File: src/rtl/fetch_seq32.sv
// Fetch sequencer / PC controller: fetches instruction words over a req/ack
// handshake, feeds the decoder slot, and redirects the PC on taken branches.
module fetch_seq32 #(
  parameter logic [31:0] RESET_VEC = 32'h0000_0000,
  parameter logic [31:0] NOP_INSN  = 32'hE1A0_0000,
  parameter int unsigned FLUSH_CYC = 2
) (
  input  logic        clk,
  input  logic        rst_n,
  output logic        imem_req,
  output logic [31:0] imem_addr,
  input  logic        imem_ack,
  input  logic [31:0] imem_rdata,
  input  logic        stall_in,
  output logic [31:0] dec_iin,
  output logic        dec_valid,
  output logic [31:0] dec_pc,
  input  logic        br_taken,
  input  logic [31:0] br_offset,
  input  logic        br_link,
  output logic        lr_we,
  output logic [31:0] lr_data
);

  typedef enum logic [2:0] {S_BOOT, S_RUN, S_HOLD, S_DRAIN, S_FLUSH} state_t;

  state_t      state_q, state_d;
  logic [31:0] pc_q, pc_d;
  logic [31:0] fa_q, fa_d;
  logic [31:0] ex_pc_q, ex_pc_d;
  logic [31:0] dec_iin_q, dec_iin_d;
  logic        dec_valid_q, dec_valid_d;
  logic [31:0] dec_pc_q, dec_pc_d;
  logic        skid_valid_q, skid_valid_d;
  logic [31:0] skid_data_q, skid_data_d;
  logic [31:0] skid_pc_q, skid_pc_d;
  logic        lr_we_q, lr_we_d;
  logic [31:0] lr_data_q, lr_data_d;
  logic [7:0]  flush_cnt_q, flush_cnt_d;
  logic        br_accept;
  logic        fetching;
  logic [31:0] br_target;

  assign fetching  = (state_q == S_RUN) || (state_q == S_FLUSH);
  assign br_accept = br_taken && (flush_cnt_q == '0) &&
                     ((state_q == S_RUN) || (state_q == S_HOLD));
  assign br_target = ex_pc_q + 32'd8 + br_offset;

  // A draining request keeps its pre-branch address while pc already holds the target.
  assign imem_req  = fetching || (state_q == S_DRAIN);
  assign imem_addr = (state_q == S_DRAIN) ? fa_q : pc_q;
  assign dec_iin   = dec_iin_q;
  assign dec_valid = dec_valid_q;
  assign dec_pc    = dec_pc_q;
  assign lr_we     = lr_we_q;
  assign lr_data   = lr_data_q;

  always_comb begin
    state_d      = state_q;
    pc_d         = pc_q;
    fa_d         = fa_q;
    dec_iin_d    = dec_iin_q;
    dec_valid_d  = dec_valid_q;
    dec_pc_d     = dec_pc_q;
    skid_valid_d = skid_valid_q;
    skid_data_d  = skid_data_q;
    skid_pc_d    = skid_pc_q;
    lr_we_d      = 1'b0;
    lr_data_d    = lr_data_q;
    ex_pc_d      = stall_in ? ex_pc_q : dec_pc_q;
    flush_cnt_d  = (flush_cnt_q != '0) ? flush_cnt_q - 8'd1 : '0;

    if (br_accept) begin
      pc_d         = {br_target[31:2], 2'b00};
      fa_d         = pc_q;
      dec_iin_d    = NOP_INSN;
      dec_valid_d  = 1'b0;
      skid_valid_d = 1'b0;
      flush_cnt_d  = 8'(FLUSH_CYC);
      if (br_link) begin
        lr_we_d   = 1'b1;
        lr_data_d = ex_pc_q + 32'd4;
      end
      state_d = (fetching && !imem_ack) ? S_DRAIN : S_FLUSH;
    end else begin
      case (state_q)
        S_BOOT: begin
          dec_iin_d   = NOP_INSN;
          dec_valid_d = 1'b0;
          state_d     = S_RUN;
        end
        S_RUN, S_FLUSH: begin
          if (state_q == S_FLUSH && flush_cnt_q <= 8'd1) state_d = S_RUN;
          if (imem_ack && stall_in) begin
            skid_valid_d = 1'b1;
            skid_data_d  = imem_rdata;
            skid_pc_d    = pc_q;
            pc_d         = pc_q + 32'd4;
            state_d      = S_HOLD;
          end else if (!stall_in) begin
            if (imem_ack) begin
              dec_iin_d   = imem_rdata;
              dec_valid_d = 1'b1;
              dec_pc_d    = pc_q;
              pc_d        = pc_q + 32'd4;
            end else begin
              dec_iin_d   = NOP_INSN;
              dec_valid_d = 1'b0;
            end
          end
        end
        S_HOLD: begin
          if (!stall_in) begin
            dec_iin_d    = skid_valid_q ? skid_data_q : NOP_INSN;
            dec_valid_d  = skid_valid_q;
            if (skid_valid_q) dec_pc_d = skid_pc_q;
            skid_valid_d = 1'b0;
            state_d      = S_RUN;
          end
        end
        S_DRAIN: begin
          dec_iin_d   = NOP_INSN;
          dec_valid_d = 1'b0;
          if (imem_ack) state_d = S_FLUSH;
        end
        default: state_d = S_BOOT;
      endcase
    end
  end

  always_ff @(posedge clk or negedge rst_n) begin
    if (!rst_n) begin
      state_q      <= S_BOOT;
      pc_q         <= RESET_VEC;
      fa_q         <= '0;
      ex_pc_q      <= '0;
      dec_iin_q    <= NOP_INSN;
      dec_valid_q  <= 1'b0;
      dec_pc_q     <= '0;
      skid_valid_q <= 1'b0;
      skid_data_q  <= '0;
      skid_pc_q    <= '0;
      lr_we_q      <= 1'b0;
      lr_data_q    <= '0;
      flush_cnt_q  <= '0;
    end else begin
      state_q      <= state_d;
      pc_q         <= pc_d;
      fa_q         <= fa_d;
      ex_pc_q      <= ex_pc_d;
      dec_iin_q    <= dec_iin_d;
      dec_valid_q  <= dec_valid_d;
      dec_pc_q     <= dec_pc_d;
      skid_valid_q <= skid_valid_d;
      skid_data_q  <= skid_data_d;
      skid_pc_q    <= skid_pc_d;
      lr_we_q      <= lr_we_d;
      lr_data_q    <= lr_data_d;
      flush_cnt_q  <= flush_cnt_d;
    end
  end

endmodule

File: config.mk
export PLATFORM = sky130hd
export DESIGN_NAME = fetch_seq32
export DESIGN_NICKNAME = d
export VERILOG_FILES = /design/src/rtl/fetch_seq32.sv
export SDC_FILE = /design/constraint.sdc
export NUM_CORES = 1
export LEC_CHECK = 0
export BUFFER_PORTS_ARGS = -buffer_cell sky130_fd_sc_hd__buf_4
export CAP_MARGIN = 20
export CORE_UTILIZATION = 30
export CTS_BUF_LIST = sky130_fd_sc_hd__clkbuf_4 sky130_fd_sc_hd__clkbuf_8
export CTS_CLUSTER_DIAMETER = 100
export DETAILED_ROUTE_END_ITERATION = 6
export PLACE_DENSITY_LB_ADDON = 0.12
export SETUP_SLACK_MARGIN = 0.2
export SYNTH_ARGS = -nofsm -noshare
export SYNTH_HDL_FRONTEND = slang
export SYNTH_SLANG_ARGS = --single-unit
File: constraint.sdc
create_clock -name clk -period 6.1 [get_ports clk]
set_clock_uncertainty 0.2 [all_clocks]
set_input_delay 1.525 -clock clk [delete_from_list [all_inputs] [get_ports clk]]
set_output_delay 1.525 -clock clk [all_outputs]
set_load 0.03 [all_outputs]
==> results <==
- Along the worst hold path, the cell count comes to 2.
- Entering global routing, the biggest net connects 114 pins.
- The number of top-level design ports is 201.
- The total overflow reported by the global router is 0.
- The detailed router finished its first iteration with 660 violations.
- In this run the number of H-tree levels came out at 2.
- Across all layers, the routed design uses 10686 vias.
- In this run the vertical extent of the chip is 217.3 um.
- Data on the critical path arrives at its endpoint at 2.65 ns.
- The analysis attributes to cell leakage a power of 7.675 nW.
- The setup total negative slack is 0 ns.
- TritonCTS built the clock tree.
- The initialized floorplan defines 78 standard-cell rows.
- The setup path with the least slack is of type reg2out.
- The switching share of power is 45.04%.
- The per-cell routed wire length is 18.69 um.
- Yosys printed 0 warnings.
- The via count normalized by instance count is 4.851.
- The top fanout value on the critical path is 30.
- Of the total power, registers draw 33.6%.
- The power dissipated by switching net loads is 4.479 mW.
- The startpoint of the lowest-slack register-to-register path is ex_pc_q[4].
- The total area inside the core boundary comes to 45580 um^2.
- The worst hold slack is 0.2718 ns.
- The number of distinct library cell variants in the gate-level netlist after synthesis is 63.
- Summing all placed instances gives a cell area of 15910 um^2.
- The area of all placed cells without fillers is 16900 um^2.
- Cells fill 37.08% of the core in the end.
- The internal power of the cells totals 5.466 mW.
- The number of global-route vias before repair was 10836.
- The overall power of the completed layout is 9.944 mW.
- After layout, the worst path uses 71.72% of the clock period.
- The number of gates resized after cts is 0.
- The placed wire-length estimate is 28650 um.
- The clock passes through at most 3 buffers.
- The area of the die is 47240 um^2.
- The count of final setup violators is 0.
- The number of synthesized register bits is 258.
- The final critical delay including setup and external delays is 4.375 ns.
- Measured against its own limit, the worst slew margin works out to 40.82%.
- At the end of routability-driven placement, the weighted congestion stood at 0.8325.
- The worst reg2reg path endpoint is pc_q[30].
- Hold repair after CTS inserted 0 buffers.
- The initial standard-cell utilization of the core is 30.52%.
- The count of buffers added by post-CTS timing repair for setup is 0.
- The total count of hold-check failures in the final report is 0.
- For flop-to-flop paths, the worst setup slack is 2.43 ns.
- The worst-case IR drop observed on VDD is 161.7 uV.
- The count of input and output buffers is 192.
- The first-pass detailed-route iteration total is 5.
- The total detailed-routing wirelength is 41170 um.
- After detailed routing, the number of remaining DRC violations is 0.
- The cell count after synthesis came out at 1396.
- Max-cap violations in this run came to 0.
- The kind of path behind the tightest hold check is reg2reg.
- Setup repair after global routing left no endpoint under its margin.
- At the pin with the least slew margin, the transition time is 0.8878 ns.
- The commonest register cell after synthesis is sky130_fd_sc_hd__dfrtp_1.
- The ratio of cells with drive above 1 in the final layout is 26.92%.
- In this run the mean area of a mapped cell was 9.966 um^2.
- The combinational fraction of design power is 49.2%.
- The TritonCTS sink count is 258.
- The clock transition at the registers of the reported paths is 0.06 ns.
- Sequential elements use 46.46% of the synthesized area.
- The endpoint of the worst hold path is fa_q[20].
- At the later pin of the worst-skew pair, clock insertion delay measures 0.62 ns.
- The first global-routing pass estimated 64780 um of wire.
- Counting flops with a built-in enable in the synthesized netlist gives 0.
- The max-slew violation count is 0.
- The area growth from synthesis to layout is 21.49%.
- In this run the remaining antenna-violating nets after routing total 0.
- The die width is 217.3 um.
- The tree is rooted in a sky130_fd_sc_hd__clkbuf_8.
- The total number of nets in the final design is 1704.
- The clock network fraction of total power is 17.3%.
- The number of antenna violations at the first check in global routing is 1.
- For this design the ratio of total power to cell area is 588.4 nW/um^2.
- STA classifies the critical path startpoint as a flop.
- The startpoint identified for the worst hold timing path is fa_q[20].
- The flow ran to the end, and the final reports show no timing, DRC or antenna violations.
- Counting cells, the worst reg-to-reg path comes to 9.
- The total of fill cells in the finished design is 4588.
- STA classifies the critical path endpoint as an output pin.
- Of all flip-flops after synthesis, the portion carrying an async set or reset was 100.0%.
- The all-layer global routing usage is 17.71%.
- Derived from the worst setup path, the maximum achievable clock frequency is 228.6 MHz.
- The post-synthesis instance area is 13910 um^2.
- The required arrival time at the worst endpoint is 4.38 ns.
- The number of clock buffers inserted by TritonCTS is 48.
[power by group through the flow]
stage	logic [mW]	clock network, mW	registers, mW
floorplan	3.02	0	3.49
detailed placement	4.90	0	3.37
global route	5.37	1.87	3.47
finish	4.89	1.72	3.34
global placement	4.87	0	3.34
CTS	4.93	1.79	3.34
[Yosys cell counts (5+ instances only)]
| cell type | n | area share (%) |
|---|---|---|
| sky130_fd_sc_hd__dfrtp_1 | 252 | 45 |
| sky130_fd_sc_hd__nand2_1 | 216 | 5.8 |
| sky130_fd_sc_hd__mux2_2 | 123 | 10 |
| sky130_fd_sc_hd__nor2_1 | 92 | 2.5 |
| sky130_fd_sc_hd__a21oi_1 | 86 | 3.1 |
| sky130_fd_sc_hd__o21ai_0 | 72 | 2.6 |
| sky130_fd_sc_hd__ha_1 | 63 | 5.7 |
| sky130_fd_sc_hd__clkbuf_1 | 60 | 1.6 |
| sky130_fd_sc_hd__xor2_1 | 45 | 2.8 |
| sky130_fd_sc_hd__xnor2_1 | 43 | 2.7 |
| sky130_fd_sc_hd__inv_1 | 29 | 0.78 |
| sky130_fd_sc_hd__mux2i_1 | 29 | 2.1 |
| sky130_fd_sc_hd__a22oi_1 | 28 | 1.5 |
| sky130_fd_sc_hd__o31ai_1 | 28 | 1.5 |
| sky130_fd_sc_hd__nand4_1 | 25 | 1.1 |
| sky130_fd_sc_hd__a21o_1 | 23 | 1.2 |
| sky130_fd_sc_hd__nand3_1 | 22 | 0.79 |
| sky130_fd_sc_hd__and3_1 | 17 | 0.76 |
| sky130_fd_sc_hd__buf_2 | 13 | 0.47 |
| sky130_fd_sc_hd__nor3_1 | 13 | 0.47 |
| sky130_fd_sc_hd__a31oi_1 | 12 | 0.54 |
| sky130_fd_sc_hd__buf_4 | 8 | 0.43 |
| sky130_fd_sc_hd__nand2b_1 | 8 | 0.36 |
| sky130_fd_sc_hd__nor4_1 | 7 | 0.31 |
| sky130_fd_sc_hd__o21a_1 | 7 | 0.38 |
| sky130_fd_sc_hd__buf_1 | 6 | 0.16 |
| sky130_fd_sc_hd__dfstp_2 | 6 | 1.1 |
| sky130_fd_sc_hd__and2_1 | 5 | 0.22 |
[cell families (layout without fill, tap and decap cells)]
kind of cell / Yosys count / count (layout) / synth area share [%]
AO/OA/AOI/OAI: 285 / 285 / 12.56
buffers and inverters: 116 / 315 / 3.463
other: 1 / 9 / 0.02695
XOR/XNOR: 88 / 88 / 5.540
flip-flops: 258 / 258 / 46.46
multiplexers: 152 / 152 / 12.04
AND/OR/NAND/NOR: 433 / 433 / 14.25
adder cells (fa/ha/maj): 63 / 63 / 5.666
[through the flow]
stage / std cells / worst slack [ns]
after detailed placement: 2120 / 1.441
after CTS: 2200 / 1.671
after global routing: 2202 / 1.594
after global placement: 2119 / 1.445
after floorplan: 1402 / 2.048
final: 2203 / 1.725
[critical path: stages, from the launching register on]
cell and delay, ns:
sky130_fd_sc_hd__dfrtp_1 0.54, sky130_fd_sc_hd__inv_1 0.26, sky130_fd_sc_hd__nor2_1 0.09, sky130_fd_sc_hd__nand2_1 0.11
sky130_fd_sc_hd__buf_4 0.40, sky130_fd_sc_hd__mux2_2 0.44, sky130_fd_sc_hd__buf_4 0.18
[per-layer routing]
layer	GRT usage, %	vias to the layer above	share of wire (%)
met5	0	-	0
met4	5.563	0	2.0
met3	3.173	55	4.2
met2	27.22	198	45
met1	25.10	5171	49
li1	-	5262	-
[state kept, by name (all words and copies together), names as in the netlist]
name / flops
fa_q: 30
skid_data_q: 32
pc_q: 30
skid_valid_q: 1
lr_data: 30
dec_iin: 32
dec_pc: 30
lr_we: 1
dec_valid: 1
flush_cnt_q: 8
skid_pc_q: 30
state_q: 3
ex_pc_q: 30
[layout make-up]
type	count	area [um^2]	area share (%)
inverters	29	108.9	0.6441
clock inverters	2	10.01	0.05922
multi-input cells	1028	7018	41.52
repair buffers	206	1597	9.446
well taps	600	750.7	4.442
diodes	2	5.005	0.02961
flip-flops and latches	258	6464	38.24
clock buffers	78	948.4	5.611
[worst max-delay path by stage]
stage            startpoint            end  cells past startpoint
3_5_place_dp   br_offset[4]       pc_q[26]                     10
6_report         state_q[0]  imem_addr[25]                      6
5_1_grt          state_q[0]  imem_addr[21]                      6
3_3_place_gp   br_offset[6]       pc_q[26]                     10
4_1_cts          state_q[0]  imem_addr[25]                      6
2_1_floorplan  br_offset[5]       pc_q[31]                      9
[layout by cell type (no fill, tap or decap), types with 5 or more instances in the layout]
master	instances
sky130_fd_sc_hd__nand2b_1	8
sky130_fd_sc_hd__nand2_1	216
sky130_fd_sc_hd__and3_1	16
sky130_fd_sc_hd__a22oi_1	28
sky130_fd_sc_hd__dfrtp_1	252
sky130_fd_sc_hd__and2_1	5
sky130_fd_sc_hd__a21oi_1	85
sky130_fd_sc_hd__nand3_1	22
sky130_fd_sc_hd__nor2_1	91
sky130_fd_sc_hd__o21ai_0	72
sky130_fd_sc_hd__o31ai_1	28
sky130_fd_sc_hd__buf_4	201
sky130_fd_sc_hd__conb_1	7
sky130_fd_sc_hd__clkbuf_4	20
sky130_fd_sc_hd__a21o_1	23
sky130_fd_sc_hd__a31oi_1	12
sky130_fd_sc_hd__xnor2_1	43
sky130_fd_sc_hd__dfstp_2	6
sky130_fd_sc_hd__mux2_2	123
sky130_fd_sc_hd__mux2i_1	29
sky130_fd_sc_hd__o21a_1	6
sky130_fd_sc_hd__ha_1	63
sky130_fd_sc_hd__nor4_1	7
sky130_fd_sc_hd__clkbuf_8	58
sky130_fd_sc_hd__nand4_1	25
sky130_fd_sc_hd__inv_1	29
sky130_fd_sc_hd__xor2_1	45
sky130_fd_sc_hd__nor3_1	12
Power figures use the tool's default switching activity.
